### src/rtl/apb_reg_bank.sv
`default_nettype none
// ============================================================================
// Module      : apb_reg_bank
// Description : APB slave register bank with REGWN read/write registers and
//               REGRN read-only status registers. Includes programmable wait
//               states, a two-state transfer FSM, registered RW storage and
//               one-cycle commit strobes (pselw / pselr).
//               Optional feature macro: APB_STRB_EN (byte-lane write strobes
//               through PSTRB).
// Revision    : 1.0 - initial release
// ============================================================================
module apb_reg_bank #(
  parameter int                AWIDTH           = 4,
  parameter int                DWIDTH           = 8,
  parameter int                REGWN            = 5,
  parameter int                REGRN            = 3,
  parameter int                REGR_ADDR_OFFSET = 5,
  parameter int                WAIT_STATES      = 1,
  parameter logic [DWIDTH-1:0] RESET_VAL        = '0
) (
  input  logic                      PCLK,
  input  logic                      PRESETn,
  input  logic                      PSEL,
  input  logic                      PENABLE,
  input  logic                      PWRITE,
  input  logic [AWIDTH-1:0]         PADDR,
  input  logic [DWIDTH-1:0]         PWDATA,
`ifdef APB_STRB_EN
  input  logic [DWIDTH/8-1:0]       PSTRB,
`endif
  output logic [DWIDTH-1:0]         PRDATA,
  output logic                      PREADY,
  output logic                      PSLVERR,
  input  logic [REGRN*DWIDTH-1:0]   regr_d,
  output logic [REGWN*DWIDTH-1:0]   regw_q,
  output logic [REGWN-1:0]          pselw,
  output logic [REGRN-1:0]          pselr
);

  // Address window bounds, widened to 32 bits so decode compares are width-clean.
  localparam logic [31:0] C_RW_END = 32'(REGWN);
  localparam logic [31:0] C_RO_LO  = 32'(REGR_ADDR_OFFSET);
  localparam logic [31:0] C_RO_HI  = 32'(REGR_ADDR_OFFSET + REGRN);

  typedef enum logic [0:0] {
    S_IDLE   = 1'b0,
    S_ACCESS = 1'b1
  } state_t;

  state_t                    state_q, state_d;
  logic [3:0]                cnt_q, cnt_d;
  logic [AWIDTH-1:0]         addr_q, addr_d;
  logic                      write_q, write_d;
  logic [DWIDTH-1:0]         wdata_q, wdata_d;
`ifdef APB_STRB_EN
  logic [DWIDTH/8-1:0]       strb_q, strb_d;
`endif
  logic [REGWN*DWIDTH-1:0]   regw_d;

  logic [31:0]               addr_ext;
  logic                      hit_rw;
  logic                      hit_ro;
  logic                      xfer_err;
  logic                      ready;
  logic                      commit;
  logic                      wr_ok;
  logic [DWIDTH-1:0]         rdata;

  // Decode is driven only by the address captured in the setup phase.
  always_comb begin
    addr_ext = 32'(addr_q);
    hit_rw   = (addr_ext < C_RW_END);
    hit_ro   = (addr_ext >= C_RO_LO) && (addr_ext < C_RO_HI);
    xfer_err = (!hit_rw && !hit_ro) || (write_q && hit_ro);
    ready    = (state_q == S_ACCESS) && (cnt_q == 4'd0);
    commit   = ready && PSEL && PENABLE;
    wr_ok    = commit && write_q && !xfer_err;
  end

  // Read mux over RW storage and RO status inputs.
  always_comb begin
    rdata = '0;
    for (int k = 0; k < REGWN; k++) begin
      if (addr_ext == 32'(k)) rdata = regw_q[k*DWIDTH +: DWIDTH];
    end
    for (int k = 0; k < REGRN; k++) begin
      if (addr_ext == 32'(REGR_ADDR_OFFSET + k)) rdata = regr_d[k*DWIDTH +: DWIDTH];
    end
  end

  // APB response: data and error are only visible while PREADY is high.
  always_comb begin
    PREADY  = ready;
    PSLVERR = ready && xfer_err;
    PRDATA  = (ready && !write_q && !xfer_err) ? rdata : '0;
  end

  // One-cycle commit strobes, raised in the completion cycle of a good transfer.
  always_comb begin
    pselw = '0;
    pselr = '0;
    for (int k = 0; k < REGWN; k++) begin
      if (wr_ok && (addr_ext == 32'(k))) pselw[k] = 1'b1;
    end
    for (int k = 0; k < REGRN; k++) begin
      if (commit && !write_q && !xfer_err && (addr_ext == 32'(REGR_ADDR_OFFSET + k)))
        pselr[k] = 1'b1;
    end
  end

  // Next-state logic for the transfer FSM, wait counter and setup capture.
  always_comb begin
    state_d = state_q;
    cnt_d   = cnt_q;
    addr_d  = addr_q;
    write_d = write_q;
    wdata_d = wdata_q;
`ifdef APB_STRB_EN
    strb_d  = strb_q;
`endif
    case (state_q)
      S_IDLE: begin
        if (PSEL && !PENABLE) begin
          addr_d  = PADDR;
          write_d = PWRITE;
          wdata_d = PWDATA;
`ifdef APB_STRB_EN
          strb_d  = PSTRB;
`endif
          cnt_d   = 4'(WAIT_STATES);
          state_d = S_ACCESS;
        end
      end
      S_ACCESS: begin
        if (!PSEL) begin
          // Master abandoned the transfer: return without side effects.
          state_d = S_IDLE;
        end else begin
          if (cnt_q != 4'd0) cnt_d = cnt_q - 4'd1;
          if (commit) state_d = S_IDLE;
        end
      end
      default: state_d = S_IDLE;
    endcase
  end

  // Next value of RW storage: update the addressed word (or its enabled lanes).
  always_comb begin
    regw_d = regw_q;
    for (int k = 0; k < REGWN; k++) begin
      if (wr_ok && (addr_ext == 32'(k))) begin
`ifdef APB_STRB_EN
        for (int b = 0; b < DWIDTH/8; b++) begin
          if (strb_q[b]) regw_d[k*DWIDTH + b*8 +: 8] = wdata_q[b*8 +: 8];
        end
`else
        regw_d[k*DWIDTH +: DWIDTH] = wdata_q;
`endif
      end
    end
  end

  // State and storage registers with asynchronous active-low reset.
  always_ff @(posedge PCLK or negedge PRESETn) begin
    if (!PRESETn) begin
      state_q <= S_IDLE;
      cnt_q   <= 4'd0;
      addr_q  <= '0;
      write_q <= 1'b0;
      wdata_q <= '0;
`ifdef APB_STRB_EN
      strb_q  <= '0;
`endif
      regw_q  <= {REGWN{RESET_VAL}};
    end else begin
      state_q <= state_d;
      cnt_q   <= cnt_d;
      addr_q  <= addr_d;
      write_q <= write_d;
      wdata_q <= wdata_d;
`ifdef APB_STRB_EN
      strb_q  <= strb_d;
`endif
      regw_q  <= regw_d;
    end
  end

endmodule
`default_nettype wire

### config.mk
export PLATFORM = sky130hd
export DESIGN_NAME = apb_reg_bank
export DESIGN_NICKNAME = d
export VERILOG_FILES = /design/src/rtl/apb_reg_bank.sv
export SDC_FILE = /design/constraint.sdc
export NUM_CORES = 1
export LEC_CHECK = 0
export ABC_AREA = 0
export CORE_ASPECT_RATIO = 1.75
export CORE_MARGIN = 4
export CORE_UTILIZATION = 50
export CTS_CLUSTER_DIAMETER = 200
export DETAILED_ROUTE_END_ITERATION = 16
export HOLD_SLACK_MARGIN = 0.06
export PLACE_DENSITY = 0.95
export SLEW_MARGIN = 40
export SYNTH_ARGS = -nofsm -noshare
export SYNTH_HDL_FRONTEND = slang
export SYNTH_SLANG_ARGS = --single-unit
export TNS_END_PERCENT = 20
### constraint.sdc
create_clock -name PCLK -period 5.2 [get_ports PCLK]
set_clock_uncertainty 0.15 [all_clocks]
set_input_delay 1.04 -clock PCLK [delete_from_list [all_inputs] [get_ports PCLK]]
set_output_delay 1.04 -clock PCLK [all_outputs]
set_load 0.005 [all_outputs]
; ---- Yosys cells after proc, flatten, opt, wreduce, memory -nomap -nowiden
; Index checks and enable logic that the tools add are counted.
[classes]
muxes = 25
eq_ne = 10
reduce_logical = 33
shift = 0
bitwise_logic = 1
div_mod_pow = 0
order_cmp = 3
multipliers = 0
add_sub_neg = 1
[op_table]
columns = cell, n
row1 = 8-bit 2-to-1 mux, 9
row2 = 32-bit logical NOT, 1
row3 = 1-bit logical AND, 22
row4 = 4-bit by 3-bit == test with 1-bit output (second input constant), 4
row5 = 4-bit 2-to-1 mux, 3
row6 = 1-bit 2-to-1 mux, 11
row7 = 4-bit by 2-bit == test with 1-bit output (second input constant), 2
row8 = 4-bit case mux with 2 select lines, 1
row9 = 1-bit logical NOT, 5
row10 = 4-bit by 1-bit == test with 1-bit output (second input constant), 1
row11 = 4-bit by 3-bit >= comparator with 1-bit output (second input constant), 1
row12 = 4-bit logical NOT, 1
row13 = 4-bit by 3-bit less-than comparator with 1-bit output (second input constant), 1
row14 = 4-bit less-than comparator (second input constant), 1
row15 = 2-bit inequality test (second input constant), 2
row16 = 4-bit nonzero test, 1
row17 = 4-bit by 1-bit subtractor with 4-bit output (second input constant), 1
row18 = 3-bit AND reduction, 1
row19 = 2-bit by 1-bit inequality test with 1-bit output (second input constant), 1
row20 = 1-bit case mux with 2 select lines, 1
row21 = 2-bit AND reduction, 1
row22 = 1-bit logical OR, 1
row23 = 1-bit NOT, 1
[totals]
memories = 0
ff_bits = 58
mem_bits_ro = 0
latch_bits = 0
ram_bits = 0

; ---- Depth between registers and ports, before layout
[depth]
depth_word = 10
mapped_depth = 7
ltp_nobuf = 6

; ---- Worst setup path before layout
; No wires, ideal clock.
[synth_timing]
kind = input port to output port
from = input PENABLE
to = output pselw[0]
n_path_buf = 1
path_stages = 5
arrival_ps = 1780
setup_slack_ps = 2230
required_time_ps = 4010
cell_sequence = and2_1 nand4_4 or2_1 buf_6 inv_1
[synth_via]
elab_chain_cells = 5
[synth_lines]
columns = item, line
row1 = from (decl), 24  ; input logic PENABLE,
row2 = 1-bit logical AND, 76  ; commit = ready && PSEL && PENABLE;
row3 = 1-bit logical AND (2 in a row), 77  ; wr_ok = commit && write_q && !xfer_err;
row4 = 1-bit logical AND, 103  ; if (wr_ok && (addr_ext == 32'(k))) pselw[k] = 1'b1;
row5 = 1-bit 2-to-1 mux, 103
row6 = to (decl), 36  ; output logic [REGWN-1:0] pselw,
; No other way between the ends.

; ---- Worst setup path after layout
[layout_timing]
from = input PSEL
to = output pselw[0]
[layout_via]
elab_chain_cells = 6
[layout_lines]
columns = item, line
row1 = from (decl), 23  ; input logic PSEL,
row2 = 1-bit logical AND (2 in a row), 76
row3 = 1-bit logical AND (2 in a row), 77
row4 = 1-bit logical AND, 103
row5 = 1-bit 2-to-1 mux, 103
; No other way between the ends.

==> results.md <==
- Status: finished clean
- Yosys top cell area share: 0.464
- Final Hold Violating Endpoints: 0
- Number of diodes: 0
- Sw Pwr: 0.000448 W
- Pre-CTS setup slack: 0.880 ns
- Row count: 37
- Worst-Margin Slew: 0.740 ns
- Post-DP HPWL: 6400 um
- Top post-synthesis cells by count: dfrtp_1, mux2_2, nor2_1
- Port buffer count: 98
- Vias in the first global route: 2,730
- PnR worst setup slack: 0.837 ns
- Synth warn: 0
- Final setup viols: 0
- Hold slack: 0.383 ns
- Global-route track usage on met2: 0.425
- Avg Synthesized Cell Area: 11.4 um^2
- Die Y: 113 um
- WS Path Type: input pin to output port
- Internal: 0.000994 W
- CTS tree: yes
- CP required: 4.01 ns
- Period Utilization, post-route: 0.839
- Pleak: 1.95 nW
- Ys async rst share: 1.00
- Antenna violations before repair: 0
- Clk pin slew, worst setup/hold paths: 0.06 ns
- Initial Util: 0.524
- Main synth FF type: dfrtp_1
- Clock latency on the worst-skew pair: 0.33 ns
- Global route total overflow: 0
- Worst path max stage delay: 0.59 ns
- Mapped Cells: 274
- Worst rel slew slack: 0.506
- Synth cell types: 41
- Antenna viol nets, final: 0
- Arr. time, crit path: 3.17 ns
- Crit path max-delay family: buffers and inverters
- Core Footprint: 5970 um^2
- Post-synth EDFFs: 0
- Max-cap violations: 0
- Gr usage total: 0.250
- Top-count cell post-synth: dfrtp_1
- CP Buf/Inv Count: 3
- Final #Nets: 414
- RSZ-0062 raised after global routing: no
- Switch share: 0.311
- GR peak layer: met2
- Slowest CP cell: clkdlybuf4s50_1
- Worst path cell trace: clkdlybuf4s50_1, and2_1, nand4_4, or2_1, inv_1, clkdlybuf4s50_1
- Initial DRC count: 163
- Post-CTS Setup Bufs: 0
- Worst setup EP type: output port
- Clock network power share: 0.317
- Number of CTS-inserted buffers: 9
- Maximum clock frequency: 229 MHz
- First-pass GRT wire length: 14,000 um
- First-pass DRT Iterations: 4
- Drt drc: 0
- CP Max Fanout: 9
- Die width: 67.8 um
- Setup tns final: 0 ns
- Synth area leaders: dfrtp_1, mux2_2, mux2_4
- Sequential power share: 0.414
- Detailed Route WL: 9240 um
- Most used cell, CP: clkdlybuf4s50_1
- Synth area leader: dfrtp_1
- Peak VDD IR: 0.309 mV
- Final Power: 0.00144 W
- PD cells: 329 nW/um^2
- Syn nets: 316
- Mapped cell area: 3130 um^2
- Layout area overhead: 40.0%
- Largest net degree at the start of global routing: 59
- Min cycle time layout: 4.36 ns
- Post-synthesis sequential area ratio: 0.464
- Root buf cell: clkbuf_8
- Layout cells sized above 1: 0.239
- CP startpoint kind: input pin
- Combinational power share: 0.269
- Routed len/inst: 20.3 um
- Final Max Tran Viols: 0
- PostCTS Resize Cnt: 0
- Clk sinks: 58
- DR vias: 2,640
- Die area: 7640 um^2
- Met1 Usage GRT: 0.290
- GP Congestion: 0.834
- #FFs+latches synth: 58
- Ports: 99
- Hold Crit Class: register to register
- Met3 usage in global routing: 0.0400
- Hold-fix buffers at CTS: 0
- Htree depth: 3
- Via/cell ratio: 5.80
- Clock buffer depth: 2
==> sequential cells by signal, summed over array words and instances (netlist names) <==
name     flops
regw_q      40
wdata_q      8
addr_q       4
cnt_q        4
state_q      1
write_q      1
==> cell usage in the layout, fill, tap and decap left out, types with 2 or more instances in the layout <==
cell             netlist  final
and2_1                 2      2
inv_1                 15     15
nand2b_1               4      4
mux2_2                42     42
clkdlybuf4s50_1        0     97
or2_1                  2      2
buf_4                  1      6
nor3_1                 3      3
nor4_1                 3      3
nor2_2                 2      2
nand3_1                2      2
clkbuf_8               0     10
nor2b_1                4      4
o32ai_1                6      6
mux2i_1               16     16
a22o_1                 3      3
nand2_1               13     13
clkinv_2               0      2
bufinv_16              0      2
mux2_4                16     16
dfrtp_1               58     57
o221ai_1               2      2
o22ai_1                8      8
nand4_1                2      2
or3b_2                 2      2
nor2_1                18     18
o21ai_0                5      5
a21oi_1               16     16
==> per-stage QoR <==
stage / cell area (um^2) / util / instances
final: 4380 / 0.734 / 455
after global placement: 4170 / 0.697 / 439
after global routing: 4380 / 0.734 / 455
after detailed placement: 4170 / 0.697 / 439
after CTS: 4380 / 0.734 / 455
after floorplan: 3130 / - / 274
==> area by class of cell <==
| type | count | area (um^2) |
|---|---|---|
| inverter | 15 | 56.3 |
| tap | 78 | 97.6 |
| sequential | 58 | 1450 |
| fill | 395 | 1590 |
| timing repair buffer | 104 | 1020 |
| clock inverter | 5 | 77.6 |
| multi-input combinational | 184 | 1540 |
| clock buffer | 11 | 141 |
==> cell families (layout without fill, tap and decap cells) <==
| family | count (synthesis) | in the layout | synth area share |
|---|---|---|---|
| muxes | 74 | 74 | 0.279 |
| and+or+nand+nor | 63 | 63 | 0.111 |
| DFF | 58 | 58 | 0.464 |
| AOI/OAI and AO/OA | 46 | 46 | 0.0955 |
| buffers and inverters | 32 | 135 | 0.0468 |
| adders and majority gates | 1 | 1 | 0.00400 |
==> power groups by stage <==
stage	clock network (W)	registers, W	logic (W)
5_1_grt	0.000476	0.000608	0.000418
2_1_floorplan	0	0.000562	0.000261
6_report	0.000456	0.000598	0.000388
3_3_place_gp	0	0.000596	0.000360
4_1_cts	0.000461	0.000594	0.000385
3_5_place_dp	0	0.000601	0.000374
==> metal layers <==
layer | vias up | part of all wire
met2 | 121 | 0.53
met1 | 1310 | 0.39
met4 | 0 | 0.033
met3 | 22 | 0.052
li1 | 1187 | -
met5 | - | 0
==> final timing paths <==
path	cells after the start	slack (ns)	from	to
max	6	0.84	PSEL	pselw[0]
min	1	0.38	regw_q[13]$_DFFE_PN0P_	regw_q[13]$_DFFE_PN0P_
max reg2reg	6	2.86	cnt_q[0]$_DFFE_PN0P_	regw_q[5]$_DFFE_PN0P_
min reg2reg	1	0.38	regw_q[13]$_DFFE_PN0P_	regw_q[13]$_DFFE_PN0P_
max in group asynchronous	2	3.65	PRESETn	addr_q[0]$_DFFE_PN0P_
min in group asynchronous	2	0.71	PRESETn	cnt_q[3]$_DFFE_PN0P_
(Power assumes the default switching activity.)
